<file path="src/rtl/vga_scanout.sv">
// 640x480@60 scan-out of a 160x120 RGB444 framebuffer with 4x4 pixel replication.
// The framebuffer base is double-buffered and swaps at the frame wrap, so page flips never tear.
`timescale 1ns/1ps
module vga_scanout #(
    parameter int READ_LATENCY = 1,
    parameter int FB_WIDTH     = 160
) (
    input  logic        clock,
    input  logic        reset_n,
    input  logic [15:0] base,
    output logic [15:0] address,
    input  logic [15:0] q,
    output logic [3:0]  VGA_R,
    output logic [3:0]  VGA_G,
    output logic [3:0]  VGA_B,
    output logic        HS,
    output logic        VS,
    output logic        frame_start
);

    localparam logic [9:0]  H_VIS     = 10'd640;
    localparam logic [9:0]  H_SYNC_S  = 10'd656;
    localparam logic [9:0]  H_SYNC_E  = 10'd751;
    localparam logic [9:0]  H_LAST    = 10'd799;
    localparam logic [9:0]  V_VIS     = 10'd480;
    localparam logic [9:0]  V_SYNC_S  = 10'd490;
    localparam logic [9:0]  V_SYNC_E  = 10'd491;
    localparam logic [9:0]  V_LAST    = 10'd524;
    localparam logic [15:0] ROW_STEP  = 16'(FB_WIDTH);

    logic [9:0]  h_count;
    logic [9:0]  v_count;
    logic [15:0] row_base;
    logic [15:0] base_reg;
    logic        h_last;
    logic        v_last;
    logic        visible;
    logic        hsync;
    logic        vsync;

    logic        vis_1;
    logic        hs_1;
    logic        vs_1;
    logic [READ_LATENCY-1:0] vis_pipe;
    logic [READ_LATENCY-1:0] hs_pipe;
    logic [READ_LATENCY-1:0] vs_pipe;
    logic [11:0] colour;
    logic        unused_q;

    assign unused_q = ^q[15:12];

    always_comb begin
        h_last  = (h_count == H_LAST);
        v_last  = (v_count == V_LAST);
        visible = (h_count < H_VIS) && (v_count < V_VIS);
        hsync   = (h_count >= H_SYNC_S) && (h_count <= H_SYNC_E);
        vsync   = (v_count >= V_SYNC_S) && (v_count <= V_SYNC_E);
    end

    // Stage 0: raster counters, incremental row base and the frame-latched page base.
    always_ff @(posedge clock or negedge reset_n) begin
        if (!reset_n) begin
            h_count     <= '0;
            v_count     <= '0;
            row_base    <= '0;
            base_reg    <= '0;
            frame_start <= 1'b0;
        end else begin
            if (h_last) begin
                h_count <= '0;
                v_count <= v_last ? 10'd0 : v_count + 10'd1;
            end else begin
                h_count <= h_count + 10'd1;
            end
            if (h_last && v_last) begin
                row_base <= '0;
                base_reg <= base;
            end else if (h_last && (v_count[1:0] == 2'd3) && (v_count < V_VIS)) begin
                row_base <= row_base + ROW_STEP;
            end
            frame_start <= (h_count == 10'd0) && (v_count == 10'd0);
        end
    end

    // Stage 1: read address (held through blanking) plus the raster flags.
    always_ff @(posedge clock or negedge reset_n) begin
        if (!reset_n) begin
            address <= '0;
            vis_1   <= 1'b0;
            hs_1    <= 1'b0;
            vs_1    <= 1'b0;
        end else begin
            if (visible) begin
                address <= base_reg + row_base + {8'h00, h_count[9:2]};
            end
            vis_1 <= visible;
            hs_1  <= hsync;
            vs_1  <= vsync;
        end
    end

    // Flags ride alongside the RAM read so sync and colour stay aligned to the raster.
    always_ff @(posedge clock or negedge reset_n) begin
        if (!reset_n) begin
            vis_pipe <= '0;
            hs_pipe  <= '0;
            vs_pipe  <= '0;
        end else begin
            vis_pipe[0] <= vis_1;
            hs_pipe[0]  <= hs_1;
            vs_pipe[0]  <= vs_1;
            for (int i = 1; i < READ_LATENCY; i++) begin
                vis_pipe[i] <= vis_pipe[i-1];
                hs_pipe[i]  <= hs_pipe[i-1];
                vs_pipe[i]  <= vs_pipe[i-1];
            end
        end
    end

    always_ff @(posedge clock or negedge reset_n) begin
        if (!reset_n) begin
            colour <= '0;
            HS     <= 1'b1;
            VS     <= 1'b1;
        end else begin
            colour <= vis_pipe[READ_LATENCY-1] ? q[11:0] : 12'h000;
            HS     <= ~hs_pipe[READ_LATENCY-1];
            VS     <= ~vs_pipe[READ_LATENCY-1];
        end
    end

    assign VGA_R = colour[11:8];
    assign VGA_G = colour[7:4];
    assign VGA_B = colour[3:0];

endmodule
</file>
<file path="config.mk">
export PLATFORM = sky130hd
export DESIGN_NAME = vga_scanout
export DESIGN_NICKNAME = d
export VERILOG_FILES = /design/src/rtl/vga_scanout.sv
export SDC_FILE = /design/constraint.sdc
export NUM_CORES = 1
export LEC_CHECK = 0
export CORE_ASPECT_RATIO = 1.75
export CORE_MARGIN = 1
export CORE_UTILIZATION = 49
export CTS_CLUSTER_SIZE = 28
export DETAILED_ROUTE_END_ITERATION = 7
export PLACE_DENSITY = 0.8
export RECOVER_POWER = 50
export SYNTH_ARGS = -nofsm -noshare
export SYNTH_HDL_FRONTEND = slang
export SYNTH_SLANG_ARGS = --single-unit
</file>
<file path="constraint.sdc">
create_clock -name clock -period 2.5 [get_ports clock]
set_input_delay 0.375 -clock clock [delete_from_list [all_inputs] [get_ports clock]]
set_output_delay 0.375 -clock clock [all_outputs]
set_load 0.005 [all_outputs]
</file>
# Word-level counts from Yosys, hierarchy flattened
# Index checks and enable logic that the tools add are counted.
[classes]
addsub = 5
mul = 0
div_mod_pow = 0
order_cmp = 6
eq_ne = 3
shifts = 0
muxes = 5
n_bitwise = 2
n_reduce_logical = 10
[op_table]
columns = ["operator", "n"]
rows = [
  ["16-bit two-way mux", 2],
  ["10-bit by 1-bit adder with 10-bit output, second input constant", 2],
  ["10-bit equality test, second input constant", 2],
  ["10-bit logical NOT", 2],
  ["10-bit two-way mux", 2],
  ["16-bit adder", 1],
  ["16-bit by 8-bit adder with 16-bit output", 1],
  ["16-bit by 8-bit adder with 16-bit output, second input constant", 1],
  ["12-bit two-way mux", 1],
  ["10-bit greater-or-equal comparator, second input constant", 1],
  ["10-bit by 9-bit greater-or-equal comparator with 1-bit output, second input constant", 1],
  ["10-bit <= comparator, second input constant", 1],
  ["10-bit by 9-bit <= comparator with 1-bit output, second input constant", 1],
  ["10-bit < comparator, second input constant", 1],
  ["10-bit by 9-bit < comparator with 1-bit output, second input constant", 1],
  ["1-bit logical AND", 7],
  ["2-bit equality test, second input constant", 1],
  ["1-bit NOT", 2],
  ["2-bit nonzero test", 1],
]
[totals]
reg_bits = 89
latch_bits = 0
ram_bits = 0
romBits = 0
in_bits = 34
word_cells = 46
memories = 0

# Depth between registers and ports, before layout
[logic_depth]
ltp_word = 5
depth_mapped = 9
depth_no_buf = 9

# Worst setup path before layout
# Ideal clock, no wire load.
[synth_path]
kind = "flip-flop to flip-flop"
from = "register h_count[9]"
to = "register address[14]"
setup_time_ps = 69
arrival_time_ps = 2530
required_time_ps = 2431
setup_slack_ps = -99
path_stages_with_launch = 8
period_less_slack_ps = 2599
path_cell_list = "dfrtp_1 -> fa_1 -> ha_1 -> a21oi_1 -> o21ai_0 -> a221o_1 -> or4_1 -> nand3_1"
[synth_via]
elab_chain_cells = 2
elab_cells_between_ends = 3
cone_classes = "1 x add/sub; 1 x order compare; 1 x reduce/logical"
[synth_rtl]
columns = ["element", "line_no", "text"]
rows = [
  ["start: declaration", "31", "logic [9:0] h_count;"],
  ["start signal: assignment", "73", "h_count <= h_count + 10'd1;"],
  ["branches (longest 2 deep; another with 16-bit by 8-bit adder with 16-bit output)", "-", ""],
  ["end signal: assignment", "94", "address <= base_reg + row_base + {8'h00, h_count[9:2]};"],
  ["end: declaration", "11", "output logic [15:0] address,"],
]
# Several ways; the timed one is not identified.
# A chain may end at the register's enable or synchronous reset.

# Worst setup path after layout
[layout_path]
from = "register base_reg[1]"
to = "register address[13]"
[layout_via]
elab_chain_cells = 2
[layout_rtl]
columns = ["element", "line_no", "text"]
rows = [
  ["start: declaration", "34", "logic [15:0] base_reg;"],
  ["start signal: assignment", "77", "base_reg <= base;"],
  ["16-bit adder", "94", ""],
  ["16-bit by 8-bit adder with 16-bit output", "94", ""],
]
# Every way passes these cells.

==> reports/results.md <==
• run status: complete, no violations
• minimum setup slack among reg-to-reg paths: 10 ps
• destination of the worst register-to-register timing path: address[13]
• depth of the most critical reg-to-reg path: 10
• synthesized area per cell: 10.7 um^2
• GR Util All Layers: 22.9%
• simple-gate area share of the yosys netlist: 18.4%
• multiplexer share of the synthesized area: 4.38%
• number of synthesis warnings: 0
• Period Utilization, post-route: 99.5%
• remaining routing DRC violations: 0
• IR drop worst, VDD: 377 uV
• post-CTS clock slew at the launch and capture registers of the worst setup and hold paths: 60 ps
• number of H-tree levels: 3
• largest net degree at the start of global routing: 54
• CP endpoint kind: flop
• combinational family with the most area after synthesis: simple AND/OR/NAND/NOR gates
• Endpoint, Worst Hold: vs_pipe
• cell count of the worst hold path: 0
• number of register bits inferred by synthesis: 84
• WL per Instance: 15.7 um
• number of flops mapped to enable cells by yosys: 0
• total power divided by cell area: 482 mW/mm^2
• TritonRoute pass-1 iters: 4
• wire length of the first global-routing pass: 16.2 mm
• total of max-cap violations: 0
• Post-Synthesis Cells: 408
• Detail Route Antenna Nets: 0
• post-route core utilization: 67.6%
• final count of hold timing violations: 0
• Fmax: 402 MHz
• Placed Cells: 616
• Core Region: 0.00867 mm^2
• measured slew at the worst slew-check pin: 805 ps
• clock buffers created by TritonCTS: 9
• xor/xnor share of the synthesized area: 5.41%
• setup repair after global routing missed its margin: yes
• IO Pins: 65
• Post-Route WL: 10.0 mm
• Post-Syn Area: 0.00437 mm^2
• Adder-Cell Fraction of Synth Area: 11.0%
• worst endpoint data arrival time: 2760 ps
• Clk Latency, worst-skew pair: 340 ps
• proportion of synthesized chip area in sequential cells: 48.1%
• most frequently used flop master after synthesis: dfrtp_1
• CTS tree: built
• Synth async-reset ratio: 100%
• number of distinct library cells after synthesis: 49
• nets in the synthesized netlist: 478
• routed via count: 3527
• Clock Path Buffers: 2
• FF-to-FF Start: base_reg[1]
• kind of critical path: flop to flop
• final total negative setup slack: 0 ps
• crit path max fanout: 4
• Sinks on Clock Net: 84
• input/output buffers: 60
• Req. time, crit path: 2780 ps
• total leakage power: 2.75 nW
• compound-cell area share of the yosys netlist: 10.1%
• Die Height: 127 um
• layout cell share with drive strength beyond 1: 20.4%
• Starting Density: 50.4%
• CP Launch Point: base_reg[1]
• Hold Startpoint: vs_1
• die area: 0.00932 mm^2
• relative max-transition margin: 46.4%
• total global routing overflow: 0
• Startpoint Class: flop
• HPWL after detailed placement: 7.06 mm
• Final setup violation count: 0
• fillers: 671
• Final Non-Filler Cells: 637
• via count of the first global-routing pass: 3563
• DR vias/cell: 5.54
• Area growth, synth to finish: 34.0%
• width of the die: 73.4 um
• Slew Viols, Final: 0
• worst min-delay path class: flop to flop
• diode count: 0
• placement row count: 45
• Final GP Congestion: 0.879
• Clock Root Buffer: clkbuf_16
• worst clock skew on the final layout: 4.67 ps
• drt initial violations: 186
• final layout net count: 585
• antenna violations before repair: 0
• final worst path period need: 2490 ps
[final cells by class]
cell class,count,area (um^2),area share (%)
clock inverter,4,47.5,0.811
multi-input combinational,297,2270,38.8
sequential,84,2100,35.9
clock buffer,12,256,4.38
timing repair buffer,110,986,16.8
tap,117,146,2.50
inverter,13,48.8,0.832
[placed cells by master, fill, tap and decap left out, drive strengths merged, types with 11 or more instances in the layout]
| master | synthesis | layout |
|---|---|---|
| dfrtp | 82 | 82 |
| buf | 6 | 47 |
| inv | 12 | 12 |
| nor2 | 24 | 24 |
| nand2 | 46 | 46 |
| o21ai | 19 | 19 |
| nand3 | 19 | 19 |
| ha | 32 | 32 |
| mux2 | 17 | 17 |
| clkdlybuf4s50 | 0 | 59 |
| and2 | 15 | 15 |
| clkbuf | 8 | 15 |
| a21oi | 11 | 11 |
| xnor2 | 19 | 19 |
[Yosys cell counts, types with 4 or more instances]
cell      number  share of area [%]
dfrtp_1       82                 47
nand2_1       46                3.9
ha_1          32                9.2
nor2_1        24                2.1
nand3_1       19                2.2
o21ai_0       19                2.2
xnor2_1       19                3.8
mux2_2        17                4.4
and2_1        15                2.1
inv_1         12                1.0
a21oi_1       11                1.3
nor3_1        10                1.1
nand4_1        9                1.3
a21o_1         8                1.4
clkbuf_1       8               0.69
xor2_1         8                1.6
buf_2          5               0.57
o31ai_1        5               0.86
or4_1          5               0.86
and3_1         4               0.57
fa_1           4                1.8
[power breakdown]
| part | total (W) | switching (W) | internal, W |
|---|---|---|---|
| sequential | 0.00137 | 0.00000239 | 0.00137 |
| combinational | 0.0000987 | 0.0000380 | 0.0000607 |
| clock | 0.00135 | 0.000529 | 0.000825 |
| total | 0.00282 | 0.000569 | 0.00226 |
[per-layer routing]
metal  global-route usage [%]  share of wire [%]  vias to the layer above
met2                     41.6                 55                       82
met5                        0                  0                        -
met4                     12.6                3.5                        0
met1                     24.2                 38                     1749
li1                         -                  -                     1667
met3                     4.34                3.5                       29
[metrics by stage]
stage	total power (W)	hold slack, ps	cell area, um^2	setup slack, ps
global route	0.00291	363	5860	-77.3
detailed placement	0.00150	336	5430	-138
global placement	0.00150	334	5430	-149
CTS	0.00284	350	5790	4.42
floorplan	0.00141	79.4	4390	42.6
finish	0.00282	350	5860	13.1
[worst max-delay path: stages (launching register included)]
cell,delay (ps)
dfrtp_1,390
ha_1,290
ha_2,180
inv_2,40
fa_2,400
nor2b_4,160
o2111ai_4,140
buf_6,160
a21o_1,210
a2111o_1,370
nand3_1,70
[worst max-delay path by stage]
stage,endpoint,slack (ps)
2_1_floorplan,address[14],40
3_3_place_gp,address[15],-150
3_5_place_dp,address[15],-140
4_1_cts,address[14],4
5_1_grt,address[13],-80
6_report,address[13],10
[cell families (layout without fill, tap and decap cells)]
| group | after synthesis | after routing |
|---|---|---|
| fa+ha+maj | 36 | 36 |
| simple gates | 151 | 151 |
| flops | 84 | 84 |
| buf+inv | 27 | 139 |
| xor+xnor | 27 | 27 |
| mux | 17 | 17 |
| compound gates | 66 | 66 |
[repair_timing]
item,in CTS,in global routing
gates resized for setup,9,13
hold buffers,1,0
setup buffers,0,4
setup endpoints to repair,5,24
pin swaps,1,17
endpoints found under the hold margin,31,0
(Power assumes the default switching activity.)
